===== config.mk =====
export PLATFORM = sky130hd
export DESIGN_NAME = bp_be_stride_detector
export DESIGN_NICKNAME = d
export VERILOG_FILES = /design/src/rtl/bp_be_stride_detector.sv
export SDC_FILE = /design/constraint.sdc
export NUM_CORES = 2
export LEC_CHECK = 0
export BUFFER_PORTS_ARGS = -buffer_cell sky130_fd_sc_hd__buf_2
export CORE_MARGIN = 4
export CORE_UTILIZATION = 28
export CTS_CLUSTER_SIZE = 25
export DETAILED_ROUTE_END_ITERATION = 7
export GPL_TIMING_DRIVEN = 1
export HOLD_SLACK_MARGIN = 0.03
export MAX_ROUTING_LAYER = met4
export PLACE_DENSITY = 0.41
export SLEW_MARGIN = 40
export SYNTH_ARGS = -nofsm -noshare
export SYNTH_HDL_FRONTEND = slang
export SYNTH_SLANG_ARGS = --single-unit

===== constraint.sdc =====
create_clock -name clk_i -period 12.78 [get_ports clk_i]
set_input_delay 2.556 -clock clk_i [delete_from_list [all_inputs] [get_ports clk_i]]
set_output_delay 2.556 -clock clk_i [all_outputs]
set_load 0.02 [all_outputs]

===== src/rtl/bp_be_stride_detector.sv =====
// Per-PC load stride table feeding loop inference: reports a striding load once
// its stride is stable (start pulse) and again once it is confirmed.
module bp_be_stride_detector #(
   parameter int vaddr_width_p  = 39,
   parameter int entries_p      = 8,
   parameter int stride_width_p = 12,
   parameter int start_thresh_p = 1,
   parameter int conf_thresh_p  = 3,
   parameter int timeout_p      = 1024
) (
   input  logic                      clk_i,
   input  logic                      reset_n_i,
   input  logic                      ld_v_i,
   input  logic [vaddr_width_p-1:0]  ld_pc_i,
   input  logic [vaddr_width_p-1:0]  ld_eaddr_i,
   output logic                      start_discovery_o,
   output logic                      confirm_discovery_o,
   output logic [vaddr_width_p-1:0]  striding_pc_o,
   output logic [stride_width_p-1:0] stride_o,
   input  logic                      done_i,
   output logic                      busy_o
);

   localparam int idx_w_lp  = $clog2(entries_p);
   localparam int conf_w_lp = $clog2(conf_thresh_p + 1);
   localparam int tmo_w_lp  = $clog2(timeout_p + 1);

   typedef struct packed {
      logic [vaddr_width_p-1:0]  pc;
      logic [vaddr_width_p-1:0]  last_addr;
      logic [stride_width_p-1:0] stride;
      logic [conf_w_lp-1:0]      conf;
   } entry_t;

   typedef enum logic [1:0] {s_idle, s_discover, s_confirmed} state_e;

   logic [entries_p-1:0]      valid_q, valid_d;
   entry_t                    entry_q [entries_p];
   entry_t                    entry_d [entries_p];
   logic [idx_w_lp-1:0]       victim_q, victim_d, track_idx_q, track_idx_d;
   state_e                    state_q, state_d;
   logic [tmo_w_lp-1:0]       tmo_q, tmo_d;
   logic                      start_q, start_d, confirm_q, confirm_d, busy_q, busy_d;
   logic [vaddr_width_p-1:0]  spc_q, spc_d;
   logic [stride_width_p-1:0] sstride_q, sstride_d;

   logic                      hit, fits, match, free_found, trk_hit;
   logic [idx_w_lp-1:0]       hit_idx, free_idx, rr_idx, alloc_idx;
   logic [vaddr_width_p-1:0]  delta;
   logic [conf_w_lp-1:0]      old_conf, new_conf;
   logic [stride_width_p-1:0] new_stride;

   // NOTE: every variable written in always_comb gets a default first, so no path leaves a latch.
   always_comb begin
      hit     = 1'b0;
      hit_idx = '0;
      for (int i = 0; i < entries_p; i++) begin
         if (valid_q[i] && entry_q[i].pc == ld_pc_i) begin
            hit     = 1'b1;
            hit_idx = idx_w_lp'(i);
         end
      end

      // Delta fits when every bit above the stride sign bit copies that sign bit.
      delta    = ld_eaddr_i - entry_q[hit_idx].last_addr;
      fits     = (&delta[vaddr_width_p-1:stride_width_p-1]) | ~(|delta[vaddr_width_p-1:stride_width_p-1]);
      match    = fits && (delta != '0) && (delta[stride_width_p-1:0] == entry_q[hit_idx].stride);
      old_conf = entry_q[hit_idx].conf;
      if (match) begin
         new_conf   = (old_conf == conf_w_lp'(conf_thresh_p)) ? old_conf : old_conf + 1'b1;
         new_stride = entry_q[hit_idx].stride;
      end else begin
         new_conf   = '0;
         new_stride = fits ? delta[stride_width_p-1:0] : '0;
      end

      free_found = 1'b0;
      free_idx   = '0;
      for (int i = entries_p - 1; i >= 0; i--) begin
         if (!valid_q[i]) begin
            free_found = 1'b1;
            free_idx   = idx_w_lp'(i);
         end
      end
      // The tracked entry is stepped over while a discovery is in flight.
      rr_idx    = (busy_q && victim_q == track_idx_q) ? victim_q + 1'b1 : victim_q;
      alloc_idx = free_found ? free_idx : rr_idx;

      valid_d  = valid_q;
      victim_d = victim_q;
      for (int i = 0; i < entries_p; i++) entry_d[i] = entry_q[i];
      if (ld_v_i) begin
         if (hit) begin
            entry_d[hit_idx].last_addr = ld_eaddr_i;
            entry_d[hit_idx].stride    = new_stride;
            entry_d[hit_idx].conf      = new_conf;
         end else begin
            valid_d[alloc_idx] = 1'b1;
            entry_d[alloc_idx] = '{pc: ld_pc_i, last_addr: ld_eaddr_i, stride: '0, conf: '0};
            if (!free_found) victim_d = rr_idx + 1'b1;
         end
      end
   end

   always_comb begin
      state_d     = state_q;
      tmo_d       = tmo_q;
      start_d     = 1'b0;
      confirm_d   = 1'b0;
      spc_d       = spc_q;
      sstride_d   = sstride_q;
      track_idx_d = track_idx_q;
      trk_hit     = ld_v_i && hit && (hit_idx == track_idx_q);
      unique case (state_q)
         s_idle: begin
            if (ld_v_i && hit && old_conf == conf_w_lp'(start_thresh_p - 1)
                && new_conf == conf_w_lp'(start_thresh_p)) begin
               start_d     = 1'b1;
               spc_d       = ld_pc_i;
               sstride_d   = new_stride;
               track_idx_d = hit_idx;
               tmo_d       = '0;
               state_d     = s_discover;
            end
         end
         s_discover: begin
            if (trk_hit) begin
               tmo_d = '0;
               if (new_conf == conf_w_lp'(conf_thresh_p)) begin
                  confirm_d = 1'b1;
                  state_d   = s_confirmed;
               end else if (new_conf == '0) begin
                  state_d = s_idle;
               end
            end else if (ld_v_i) begin
               tmo_d = tmo_q + 1'b1;
               if (tmo_q == tmo_w_lp'(timeout_p - 1)) state_d = s_idle;
            end
         end
         s_confirmed: begin
            if (done_i) state_d = s_idle;
         end
         default: state_d = s_idle;
      endcase
      busy_d = (state_d != s_idle);
   end

   // NOTE: sequential state uses non-blocking assignments so all flops update from pre-edge values.
   always_ff @(posedge clk_i or negedge reset_n_i) begin
      if (!reset_n_i) begin
         valid_q     <= '0;
         victim_q    <= '0;
         track_idx_q <= '0;
         state_q     <= s_idle;
         tmo_q       <= '0;
         start_q     <= 1'b0;
         confirm_q   <= 1'b0;
         busy_q      <= 1'b0;
         spc_q       <= '0;
         sstride_q   <= '0;
      end else begin
         valid_q     <= valid_d;
         victim_q    <= victim_d;
         track_idx_q <= track_idx_d;
         state_q     <= state_d;
         tmo_q       <= tmo_d;
         start_q     <= start_d;
         confirm_q   <= confirm_d;
         busy_q      <= busy_d;
         spc_q       <= spc_d;
         sstride_q   <= sstride_d;
      end
   end

   // NOTE: the table payload is not reset; valid bits gate it and allocation rewrites it fully.
   always_ff @(posedge clk_i) begin
      for (int i = 0; i < entries_p; i++) entry_q[i] <= entry_d[i];
   end

   assign start_discovery_o   = start_q;
   assign confirm_discovery_o = confirm_q;
   assign striding_pc_o       = spc_q;
   assign stride_o            = sstride_q;
   assign busy_o              = busy_q;

endmodule


==> flow_summary.json <==
{
  "p_sw_mw": 5.596,
  "clk_latency_ns": 0.73,
  "place_ws_ns": 1.241,
  "overflow": 0,
  "hpwl_um": 94770,
  "slowest_stage": "a2111o_2",
  "antenna_found_initial": 11,
  "hold_viol_final": 0,
  "grt_usage_pct": 18.72,
  "cp.arrival_ns": 11.39,
  "clkSinkCount": 817,
  "seqPwrFrac_pct": 37.6,
  "slew_violations": 0,
  "synth_area_leaders": "edfxtp_1, xnor2_1, dfrtp_1",
  "tightest_slew_ns": 0.8432,
  "synthToLayoutAreaGrowth_pct": 16.36,
  "wire_per_inst_um": 25.53,
  "setup_slack_ns": 1.962,
  "cts-root-buf": "clkbuf_16",
  "p_int_mw": 8.222,
  "cts-buffers-inserted": 99,
  "setup_viol": 0,
  "clock_path_buffers": 3,
  "p_leak_nw": 16.84,
  "cts_tree": "yes",
  "post-route-period-util_pct": 84.65,
  "h-tree-depth": 3,
  "nets": 3751,
  "die_h_um": 393.5,
  "worstPathRequired_ns": 13.36,
  "critical_path_class": "primary input to flop",
  "critPathMaxFanout": 44,
  "ys_ff_latch": 817,
  "syn_nets": 3645,
  "worstHoldPathType": "flop to flop",
  "clk_pin_slew_ns": 0.06,
  "drive_gt1_share_pct": 14.29,
  "fp.dieW_um": 393.5,
  "post-route-min-period_ns": 10.82,
  "rows": 141,
  "ys_async_sr_fraction_pct": 9.914,
  "synth_edf_count": 736,
  "ant_nets": 0,
  "combPwrFrac_pct": 40.9,
  "synth_area_leader_cell": "edfxtp_1",
  "drc": 0,
  "reg2reg_from": "entry_q[2][78]",
  "coreArea_um2": 147700,
  "fin_skew_ns": 0.06773,
  "status": "finished clean",
  "fill_cells": 14650,
  "post_cts_buffers": 0,
  "ir_drop_mv": 0.2638,
  "viasPerCell": 4.999,
  "max_cap_violations": 0,
  "cp-start-kind": "primary input",
  "setup_tns_ns": 0,
  "yosys_warnings": 0,
  "fmax_ghz": 0.09244,
  "pin_count": 136,
  "place.gp.congestion": 0.8564,
  "post_cts_resized": 0,
  "rsz0062_at_grt": "no",
  "avgSynthCellArea_um2": 11.82,
  "cp-startpoint": "ld_pc_i[31]",
  "clkPwrFrac_pct": 21.4,
  "slew_headroom_pct": 43.78,
  "num_vias": 28210,
  "cts_hold_buffers": 0,
  "synth_cells": 3521,
  "dieArea_um2": 154900,
  "grt_max_degree": 64,
  "drt_iter0_drc": 2218,
  "ys.flop_type": "edfxtp_1",
  "end_kind": "flop",
  "synth_cell_type_count": 98,
  "grt_pass1_wl_um": 208400,
  "drt-total-wl_um": 144100,
  "p_per_area_nw_per_um2": 285.4,
  "grt_pass1_vias": 27910,
  "min_from": "striding_pc_o[22]",
  "yosysSeqAreaShare_pct": 57.98,
  "start_util_pct": 28.18,
  "io_buffers": 135,
  "p_sw_share_pct": 40.50,
  "synth.top_cell.area_share_pct": 53.11,
  "firstDrtPassIters": 7,
  "max_stage_delay_ns": 0.58,
  "syn_area_um2": 41620
}
[cell type report]
cell class | instances | area (um2) | share of cell area (%)
Tap cell | 1930 | 2415 | 4.987
Timing Repair Buffer | 247 | 1723 | 3.558
Multi-Input combinational cell | 2422 | 16590 | 34.27
Inverter | 40 | 150.1 | 0.3101
Clock inverter | 60 | 719.4 | 1.486
Antenna cell | 5 | 12.51 | 0.02584
Sequential cell | 817 | 24130 | 49.83
Clock buffer | 123 | 2683 | 5.540
[power groups by stage]
stage	combinational (mW)	sequential, mW	clock, mW
6_report	5.66	5.20	2.96
5_1_grt	6.17	5.30	3.14
4_1_cts	5.72	5.21	3.04
3_5_place_dp	5.71	5.26	0
3_3_place_gp	5.62	5.25	0
2_1_floorplan	3.45	5.22	0
[cell usage in the layout, fill, tap and decap left out, types with 11 or more instances in the layout]
cell / n
a21o_1: 17
xor2_1: 63
mux2i_1: 80
nor2_1: 176
o2111ai_1: 12
and2_1: 285
o21ai_0: 70
o211ai_1: 12
nand3_1: 48
a222oi_1: 35
nand2_1: 229
nor2b_1: 309
nor3_1: 60
clkinv_2: 15
a22o_1: 37
nor4_1: 53
ha_1: 41
buf_2: 134
mux2_4: 36
dfrtp_1: 81
and3_1: 21
buf_4: 96
bufinv_16: 13
inv_1: 33
or4_1: 13
or2_2: 13
edfxtp_1: 736
clkinv_1: 29
o21a_1: 12
nor2_4: 18
o22ai_1: 11
o21ai_1: 15
clkbuf_16: 104
a21oi_1: 96
nor3b_1: 12
xnor2_1: 291
clkbuf_1: 17
nand4_1: 145
nand2b_1: 37
[through the flow]
stage                     total power [mW]  area, um2  hold WS (ns)  util (%)  instances
after floorplan                      8.670      41620        0.4992         -       3521
after global placement               10.87      44810        0.4873     30.34       5449
after detailed placement             10.97      44920        0.4797     30.42       5453
after CTS                            13.97      48320        0.5037     32.73       5636
after global routing                 14.62      48420        0.5156     32.79       5643
final                                13.82      48420        0.5008     32.79       5644
[layer usage]
layer | global-route usage, % | wire (um) | up-vias
met3 | 2.126 | 6108 | 173
met5 | - | 0 | -
met4 | 4.501 | 2929 | 0
met1 | 26.29 | 68750 | 14400
met2 | 29.02 | 66280 | 702
li1 | - | - | 12940
[Yosys cell counts (13+ instances only)]
master / number
buf_2: 47
mux2i_1: 80
xnor2_1: 291
nor2_1: 198
a21oi_1: 99
or2_2: 13
o21ai_1: 15
nand3_1: 48
and2_1: 285
clkbuf_1: 169
edfxtp_1: 736
or4_1: 13
nor2b_1: 311
inv_1: 33
nor3_1: 70
o21ai_0: 70
mux2_4: 36
nand2_1: 232
dfrtp_1: 81
xor2_1: 64
nand4_1: 145
nand2b_1: 37
a21o_1: 17
a22o_1: 37
ha_1: 41
nor4_1: 54
a222oi_1: 35
and3_1: 21
[path summary, 6_finish.rpt]
path / endpoint / slack [ns] / cells after the start
min: striding_pc_o[22] / 0.50 / 1
max reg2reg: striding_pc_o[20] / 3.95 / 25
max in group asynchronous: tmo_q[8] / 9.97 / 3
min in group asynchronous: striding_pc_o[7] / 1.83 / 1
max: striding_pc_o[20] / 1.96 / 27
min reg2reg: striding_pc_o[22] / 0.50 / 1
[registers in the layout (all words and copies together), names as in the netlist]
register	cells
busy_o	1
confirm_discovery_o	1
entry_q	736
start_discovery_o	1
state_q	2
stride_o	12
striding_pc_o	39
tmo_q	11
track_idx_q	3
valid_q	8
victim_q	3
[cells by family after synthesis]
| group | synth area share (%) |
|---|---|
| AOI/OAI and AO/OA | 6.768 |
| xor gates and xnor gates | 7.510 |
| adders and majority gates | 1.281 |
| buffers and inverters | 2.901 |
| DFF | 57.98 |
| muxes | 3.575 |
| and+or+nand+nor | 19.99 |
[worst max-delay path: cells and delay by family]
family / cells / cell delay, ns
AOI/OAI and AO/OA: 10 / 2.62
and+or+nand+nor: 10 / 3.52
muxes: 1 / 0.39
buffers and inverters: 4 / 1.31
xor gates and xnor gates: 1 / 0.31
adders and majority gates: 1 / 0.50
No activity file was read; power rests on OpenSTA's default activity.
